`config.mk`:
```
export PLATFORM = sky130hd
export DESIGN_NAME = load_store_unit
export DESIGN_NICKNAME = d
export VERILOG_FILES = /design/src/rtl/mips_pkg.sv /design/src/rtl/lsu_align.sv /design/src/rtl/load_store_unit.sv
export SDC_FILE = /design/constraint.sdc
export NUM_CORES = 1
export LEC_CHECK = 0
export ABC_CLOCK_PERIOD_IN_PS = 2350
export BUFFER_PORTS_ARGS = -buffer_cell sky130_fd_sc_hd__buf_2
export CORE_ASPECT_RATIO = 0.9
export CORE_MARGIN = 2
export CORE_UTILIZATION = 40
export DETAILED_ROUTE_END_ITERATION = 6
export PLACE_DENSITY_LB_ADDON = 0.05
export SLEW_MARGIN = 20
export SYNTH_ARGS = -nofsm -noshare
export SYNTH_HDL_FRONTEND = slang
export SYNTH_HIERARCHICAL = 1
export SYNTH_SLANG_ARGS = --single-unit
```
`constraint.sdc`:
```
create_clock -name clk -period 2.35 [get_ports clk]
set_input_delay 0.1175 -clock clk [delete_from_list [all_inputs] [get_ports clk]]
set_output_delay 0.1175 -clock clk [all_outputs]
set_load 0.02 [all_outputs]
```
`src/rtl/mips_pkg.sv`:
```
// Shared definitions for the load/store unit: op encodings, FSM states,
// lane widths and small op-classification helpers.
package mips_pkg;

    typedef enum logic [2:0] {
        OP_LW  = 3'b000,
        OP_LH  = 3'b001,
        OP_LHU = 3'b010,
        OP_LB  = 3'b011,
        OP_LBU = 3'b100,
        OP_SW  = 3'b101,
        OP_SH  = 3'b110,
        OP_SB  = 3'b111
    } lsu_op_e;

    typedef enum logic {
        ST_IDLE  = 1'b0,
        ST_WRITE = 1'b1
    } lsu_state_e;

    localparam int BYTE_W = 8;
    localparam int HALF_W = 16;
    localparam int WORD_W = 32;

    // Word ops need addr[1:0]=00, half ops need addr[0]=0, bytes always fit.
    function automatic logic is_aligned(lsu_op_e op, logic [1:0] lo);
        case (op)
            OP_LW, OP_SW:         return lo == 2'b00;
            OP_LH, OP_LHU, OP_SH: return !lo[0];
            default:              return 1'b1;
        endcase
    endfunction

    function automatic logic is_load(lsu_op_e op);
        return (op != OP_SW) && (op != OP_SH) && (op != OP_SB);
    endfunction

endpackage

```
`src/rtl/lsu_align.sv`:
```
// Combinational lane logic: extracts and extends a load result from the
// read word, and merges a byte/halfword store into a captured word.
module lsu_align
    import mips_pkg::*;
(
    input  logic [2:0]        ld_op,
    input  logic [1:0]        ld_lo,
    input  logic [WORD_W-1:0] ld_word,
    input  logic [2:0]        st_op,
    input  logic [1:0]        st_lo,
    input  logic [WORD_W-1:0] st_word,
    input  logic [HALF_W-1:0] st_wdata,
    output logic [WORD_W-1:0] load_data,
    output logic [WORD_W-1:0] merged_word
);

    logic [HALF_W-1:0] ld_lane;
    logic [WORD_W-1:0] st_mask;
    logic [WORD_W-1:0] st_data;

    // Shift the addressed lane down to bit 0, then sign- or zero-extend it.
    always_comb begin
        ld_lane   = HALF_W'(ld_word >> {ld_lo, 3'b000});
        load_data = '0;
        case (lsu_op_e'(ld_op))
            OP_LW:   load_data = ld_word;
            OP_LH:   load_data = {{(WORD_W-HALF_W){ld_lane[HALF_W-1]}}, ld_lane};
            OP_LHU:  load_data = {{(WORD_W-HALF_W){1'b0}}, ld_lane};
            OP_LB:   load_data = {{(WORD_W-BYTE_W){ld_lane[BYTE_W-1]}}, ld_lane[BYTE_W-1:0]};
            OP_LBU:  load_data = {{(WORD_W-BYTE_W){1'b0}}, ld_lane[BYTE_W-1:0]};
            default: load_data = '0;
        endcase
    end

    // Replace only the addressed byte or halfword lane of the captured word.
    always_comb begin
        st_mask = '0;
        st_data = '0;
        case (lsu_op_e'(st_op))
            OP_SB: begin
                st_mask = {{(WORD_W-BYTE_W){1'b0}}, {BYTE_W{1'b1}}} << {st_lo, 3'b000};
                st_data = {{(WORD_W-BYTE_W){1'b0}}, st_wdata[BYTE_W-1:0]} << {st_lo, 3'b000};
            end
            OP_SH: begin
                st_mask = {{(WORD_W-HALF_W){1'b0}}, {HALF_W{1'b1}}} << {st_lo[1], 4'b0000};
                st_data = {{(WORD_W-HALF_W){1'b0}}, st_wdata} << {st_lo[1], 4'b0000};
            end
            default: begin
                st_mask = '0;
                st_data = '0;
            end
        endcase
        merged_word = (st_word & ~st_mask) | st_data;
    end

endmodule

```
`src/rtl/load_store_unit.sv`:
```
// MEM-stage load/store unit. Loads and word stores finish in one cycle;
// byte/halfword stores do a read-modify-write, stalling for one cycle.
module load_store_unit
    import mips_pkg::*;
#(
    parameter int ADDR_W = 32
) (
    input  logic              clk,
    input  logic              reset,
    input  logic              req_valid,
    input  logic [2:0]        req_op,
    input  logic [ADDR_W-1:0] req_addr,
    input  logic [31:0]       req_wdata,
    output logic              stall,
    output logic              resp_valid,
    output logic [31:0]       resp_data,
    output logic              misalign,
    output logic [ADDR_W-1:0] err_addr,
    output logic [ADDR_W-1:0] mem_addr,
    output logic              mem_rd_en,
    output logic              mem_wr_en,
    output logic [31:0]       mem_wr_data,
    input  logic [31:0]       mem_rd_data
);

    lsu_state_e        state;
    logic [WORD_W-1:0] cap_word;
    logic [ADDR_W-1:0] cap_addr;
    logic [HALF_W-1:0] cap_wdata;
    lsu_op_e           cap_op;

    lsu_op_e           op;
    logic              aligned;
    logic              accept;
    logic [WORD_W-1:0] load_data;
    logic [WORD_W-1:0] merged_word;

    assign op      = lsu_op_e'(req_op);
    assign aligned = is_aligned(op, req_addr[1:0]);
    assign accept  = (state == ST_IDLE) && req_valid && aligned;

    lsu_align u_align (
        .ld_op       (req_op),
        .ld_lo       (req_addr[1:0]),
        .ld_word     (mem_rd_data),
        .st_op       (cap_op),
        .st_lo       (cap_addr[1:0]),
        .st_word     (cap_word),
        .st_wdata    (cap_wdata),
        .load_data   (load_data),
        .merged_word (merged_word)
    );

    // Memory-side controls for the current cycle; reset silences everything at once.
    always_comb begin
        mem_rd_en   = 1'b0;
        mem_wr_en   = 1'b0;
        mem_wr_data = '0;
        stall       = 1'b0;
        mem_addr    = {req_addr[ADDR_W-1:2], 2'b00};
        if (!reset) begin
            case (state)
                ST_IDLE: begin
                    if (accept) begin
                        if (is_load(op)) begin
                            mem_rd_en = 1'b1;
                        end else if (op == OP_SW) begin
                            mem_wr_en   = 1'b1;
                            mem_wr_data = req_wdata;
                        end else begin
                            mem_rd_en = 1'b1;
                            stall     = 1'b1;
                        end
                    end
                end
                ST_WRITE: begin
                    mem_wr_en   = 1'b1;
                    mem_wr_data = merged_word;
                    mem_addr    = {cap_addr[ADDR_W-1:2], 2'b00};
                end
                default: ;
            endcase
        end
    end

    // FSM, capture registers and registered response/fault outputs.
    always_ff @(posedge clk) begin
        if (reset) begin
            state      <= ST_IDLE;
            resp_valid <= 1'b0;
            resp_data  <= '0;
            misalign   <= 1'b0;
            err_addr   <= '0;
            cap_word   <= '0;
            cap_addr   <= '0;
            cap_wdata  <= '0;
            cap_op     <= OP_LW;
        end else begin
            resp_valid <= 1'b0;
            misalign   <= 1'b0;
            case (state)
                ST_IDLE: begin
                    if (req_valid) begin
                        if (!aligned) begin
                            misalign <= 1'b1;
                            err_addr <= req_addr;
                        end else if (is_load(op)) begin
                            resp_valid <= 1'b1;
                            resp_data  <= load_data;
                        end else if (op == OP_SW) begin
                            resp_valid <= 1'b1;
                            resp_data  <= '0;
                        end else begin
                            cap_word  <= mem_rd_data;
                            cap_addr  <= req_addr;
                            cap_wdata <= req_wdata[HALF_W-1:0];
                            cap_op    <= op;
                            state     <= ST_WRITE;
                        end
                    end
                end
                ST_WRITE: begin
                    state      <= ST_IDLE;
                    resp_valid <= 1'b1;
                    resp_data  <= '0;
                end
                default: state <= ST_IDLE;
            endcase
        end
    end

endmodule

```
### Word level (Yosys, flattened, before mapping)

Cells that the tools add are included.

* multiplexer cells: 38
* bitwise gates (word level): 8
* reductions and logical operators: 13
* eq/ne operators: 14
* shift-type cells: 5

Operator list (count)
* 32-bit two-way mux: 10
* 32-bit case mux with 2 select lines: 4
* 32-bit case mux with 5 select lines: 1
* 32-bit AND: 1
* 32-bit NOT: 1
* 32-bit OR: 1
* 16-bit by 5-bit << shifter with 32-bit output: 1
* 16-bit by 5-bit << shifter with 32-bit output (first input constant): 1
* 8-bit by 5-bit << shifter with 32-bit output: 1
* 8-bit by 5-bit << shifter with 32-bit output (first input constant): 1
* 32-bit by 5-bit >> shifter with 16-bit output: 1
* 1-bit two-way mux: 19
* 3-bit == test (second input constant): 5
* 3-bit inequality test (second input constant): 3
* 1-bit case mux with 2 select lines: 4
* 3-bit by 2-bit == test with 1-bit output (second input constant): 2
* 3-bit AND reduction: 2
* 3-bit OR reduction: 2
* 1-bit NOT: 5
* 5-bit AND reduction: 1
* 1-bit logical AND: 4
* 2-bit inequality test (second input constant): 2
* 3-bit by 1-bit == test with 1-bit output (second input constant): 1
* 3-bit zero test: 1
* 4 further kinds: 4

* register bits after elaboration: 150
* output and inout port bits: 133

### Logic depth before layout (Yosys ltp)

* word-level depth: 7
* mapped depth: 8
* mapped depth without buffers: 5

### Modules after synthesis

The synthesis kept the hierarchy.

Modules (own cells, without submodules)
* load_store_unit: cells each 689, area an instance 6299.8 um^2, sequential area each 3002.9 um^2, instances 1
* lsu_align: cells each 215, area an instance 1557.7 um^2, sequential area each 0.0 um^2, instances 1

### Least setup slack after synthesis

No wires, ideal clock.

* kind: reg-to-output
* from: register cap_op[2]
* to: output port mem_wr_data[10]
* data required time: 2233 ps
* path slack: 745 ps
* stages on the path, launching flop included: 6
* arrival time: 1487 ps
* cells stage by stage: dfxtp_1 > nand3_1 > nor2_2 > nor2_1 > a221o_1 > a22o_1

* word-level cells in the longest chain between the ends: 7
* elaborated cells on any way between the ends: 9

RTL lines
* from (decl): RTL line load_store_unit.sv:30 `lsu_op_e cap_op;`
* from (signal assigned): RTL line load_store_unit.sv:117 `cap_op <= op;`
* 3-bit == test: RTL line lsu_align.sv:39 `case (lsu_op_e'(st_op))`
* 32-bit case mux with 2 select lines: RTL line lsu_align.sv:39
* 32-bit NOT: RTL line lsu_align.sv:53 `merged_word = (st_word & ~st_mask) | st_data;`
* 32-bit AND: RTL line lsu_align.sv:53
* 32-bit OR *: RTL line lsu_align.sv:53
* named net merged_word[10]: RTL line load_store_unit.sv:36 `logic [WORD_W-1:0] merged_word;`
* 32-bit case mux with 2 select lines *: RTL line load_store_unit.sv:62 `case (state)`
* 32-bit two-way mux *: RTL line load_store_unit.sv:61 `if (!reset) begin`
* to (decl): RTL line load_store_unit.sv:22 `output logic [31:0] mem_wr_data,`

Mark *: on every way through the listed nets, which the timed path passes. The rest lies on a longest branch.

### Worst setup path after layout

* from: register cap_op[0]
* to: output port mem_wr_data[7]

Same word-level chain as after synthesis.

==> results.py <==
metrics = {
    "run_status": {
        "outcome": "completed",
    },
    "sta": {
        "rsz0062_at_grt": "no",
        "slew_headroom_pct": 40.1,
        "maxSlewViolCount": 0,
        "fmax_ghz": 0.446,
        "setup-violations-final": 0,
        "setup_tns_ns": 0,
        "period_needed_ns": 2.24,
        "fin_worst_skew_ns": 0.00676,
        "post-route-period-util_pct": 95.5,
        "hold_violations": 0,
        "worst_pin_slew_ns": 0.898,
    },
    "cells_and_area": {
        "fin_nets": 1272,
        "drive_gt1_share_pct": 32.0,
        "synthToLayoutAreaGrowth_pct": 32.8,
        "post_layout_nonfiller_instances": 1434,
    },
    "hold_path": {
        "hold_end": "cap_word[16]$_SDFFE_PP0P_",
        "worst_hold_path_type": "in -> reg",
        "min_from": "mem_rd_data[16]",
        "hold_depth": 3,
    },
    "drt": {
        "wl_per_cell_um": 18.1,
        "num_vias": 7672,
        "vias_per_cell": 5.35,
        "route.detailed.drc": 0,
        "postRouteAntennaNets": 0,
        "drt_wl_total_um": 25900,
        "initialDrtViolationCount": 538,
        "drt-pass1-iter-count": 5,
    },
    "yosys": {
        "syn_area_per_cell_um2": 8.69,
        "yosys_warnings": 6,
        "ys_ff_latch": 150,
        "synthDistinctLibCells": 51,
        "synth.largest_area_cell": "dfxtp_1",
        "syn_area_um2": 7860,
        "synthCells": 904,
        "post-synth-top-count-cell": "nand2_1",
        "synth.top_cells.by_area": "dfxtp_1, a21oi_1, nand2_1",
        "synth_top_area_share_pct": 38.2,
        "yosysSeqAreaShare_pct": 38.2,
        "synthTopCellsByCount": "nand2_1, dfxtp_1, a21oi_1",
        "synth_edf_count": 0,
        "synthFlopType": "dfxtp_1",
        "async_flop_share_pct": 0,
    },
    "die": {
        "rows": 48,
        "io_pins": 235,
        "core_um2": 19200,
        "die_h_um": 137,
        "die_area_um2": 20800,
        "start_util_pct": 40.9,
        "die_w_um": 152,
    },
    "clock_network": {
        "cts.sinks": 150,
        "cts_root_buf": "clkbuf_16",
        "path_clk_slew_ns": 0.06,
        "clock_latency_ns": 0.42,
        "htree_levels": 4,
        "clock_path_buffers": 2,
        "post_cts_buffers": 0,
        "cts_tree": "yes",
        "cts_buffers": 17,
    },
    "power_and_ir_drop": {
        "comb_power_share_pct": 16.2,
        "swShare_pct": 28.5,
        "p_clk_share_pct": 42.3,
        "internal_power_mw": 4.62,
        "ir_drop_mv": 0.450,
        "p_total_mw": 6.46,
        "seqPwrFrac_pct": 41.6,
        "power.density_nw_per_um2": 619,
        "p_switching_mw": 1.84,
        "p_leak_nw": 4.31,
    },
    "global_route": {
        "grt_pass1_wl_um": 39100,
        "globalRouteOverflowTotal": 0,
        "grt_pass1_vias": 6955,
        "antenna_found_initial": 0,
        "track_usage_pct": 24.3,
        "grt_max_degree": 85,
    },
    "worst_setup_path": {
        "crit_required_ns": 2.23,
        "ff2ff_path_depth": 5,
        "cp_max_fo": 8,
        "worstReg2RegStart": "state$_SDFF_PP0_",
        "end_kind": "output port",
        "startpoint": "cap_op[0]$_SDFFE_PP0P_",
        "cp.arrival_ns": 2.13,
        "cp-start-kind": "flop",
        "critical_path_class": "reg -> out",
        "rr_endpoint": "resp_data[4]$_SDFFE_PP0P_",
        "rrSetupSlack_ns": 0.66,
    },
    "placed_design": {
        "dp.cells": 1329,
        "globalplace.congestion": 0.826,
        "dpl.hpwl_um": 17500,
        "port_buffers": 232,
    },
    "run": {
        "drv_cap": 0,
    },
}
[sequential cells by signal (all words and copies together), names as in the netlist]
register,flops
cap_addr,32
cap_op,3
cap_word,32
resp_data,32
resp_valid,1
err_addr,32
misalign,1
state,1
cap_wdata,16
[cell families (layout without fill, tap and decap cells)]
group | Yosys count | count (layout) | synth area share [%]
simple gates | 271 | 271 | 15.4
mux | 72 | 72 | 10.1
xor+xnor | 1 | 1 | 0.111
compound gates | 317 | 317 | 29.6
flops | 150 | 150 | 38.2
other cells | 1 | 3 | 0.0477
buf+inv | 92 | 370 | 6.45
[through the flow]
stage / hold slack, ns / setup WS, ns / cell area, um^2 / utilization, %
6_report: 0.0221 / 0.106 / 10400 / 54.3
5_1_grt: 0.0215 / 0.00676 / 10400 / 54.3
4_1_cts: 0.000531 / 0.0578 / 10400 / 54.3
3_5_place_dp: 0.381 / 0.462 / 9130 / 47.5
3_3_place_gp: 0.375 / 0.433 / 9130 / 47.5
2_1_floorplan: 0.253 / 0.745 / 7860 / -
[power by group through the flow]
stage / registers (mW) / clock network, mW / logic [mW]
finish: 2.68 / 2.73 / 1.04
detailed placement: 2.74 / 0 / 0.944
global placement: 2.74 / 0 / 0.943
CTS: 2.68 / 2.79 / 1.04
floorplan: 2.78 / 0 / 0.573
global route: 2.69 / 2.88 / 1.13
[final cells by class]
class                           count  area, um^2
Inverter                            4        15.0
Fill cell                        1870        8780
Multi-Input combinational cell    663        4380
Tap cell                          250         313
Clock buffer                       19         433
Antenna cell                        1        2.50
Clock inverter                     13         149
Sequential cell                   150        3000
Timing Repair Buffer              334        2130
[worst max path at each step]
stage               cells past startpoint  slack [ns]                         end
CTS                                     7        0.06             mem_wr_data[24]
global placement                        6        0.43  resp_data[16]$_SDFFE_PP0P_
detailed placement                      6        0.46                   mem_rd_en
finish                                  5        0.11              mem_wr_data[7]
global route                            4       0.007             mem_wr_data[22]
floorplan                               5        0.75             mem_wr_data[10]
[per-layer routing]
layer	part of all wire, %	track usage, %
met4	1.5	6.74
met1	50	36.8
met2	43	34.6
met3	6.2	4.83
met5	0	0
[layout by cell type (no fill, tap or decap), types with 24 or more instances in the layout]
cell type / instances
a21oi_1: 142
a22o_1: 65
buf_2: 231
buf_4: 29
dfxtp_1: 149
dlygate4sd3_1: 72
mux2_2: 26
mux2i_1: 24
nand2_1: 165
nand3_1: 48
o31ai_2: 28
[critical path: stages, from the launching register on]
cell and delay [ns]:
dfxtp_1 0.33, nand2_1 0.08, nand4b_1 0.44, mux2_2 0.46, a22o_1 0.22, buf_2 0.16
[what timing repair did]
item                                    4_1_cts  5_1_grt
gates resized for setup                       0        2
endpoints found under the setup margin        0       11
hold buffers                                 72        0
hold endpoints to repair                    102        0
No activity file was read; power rests on OpenSTA's default activity.
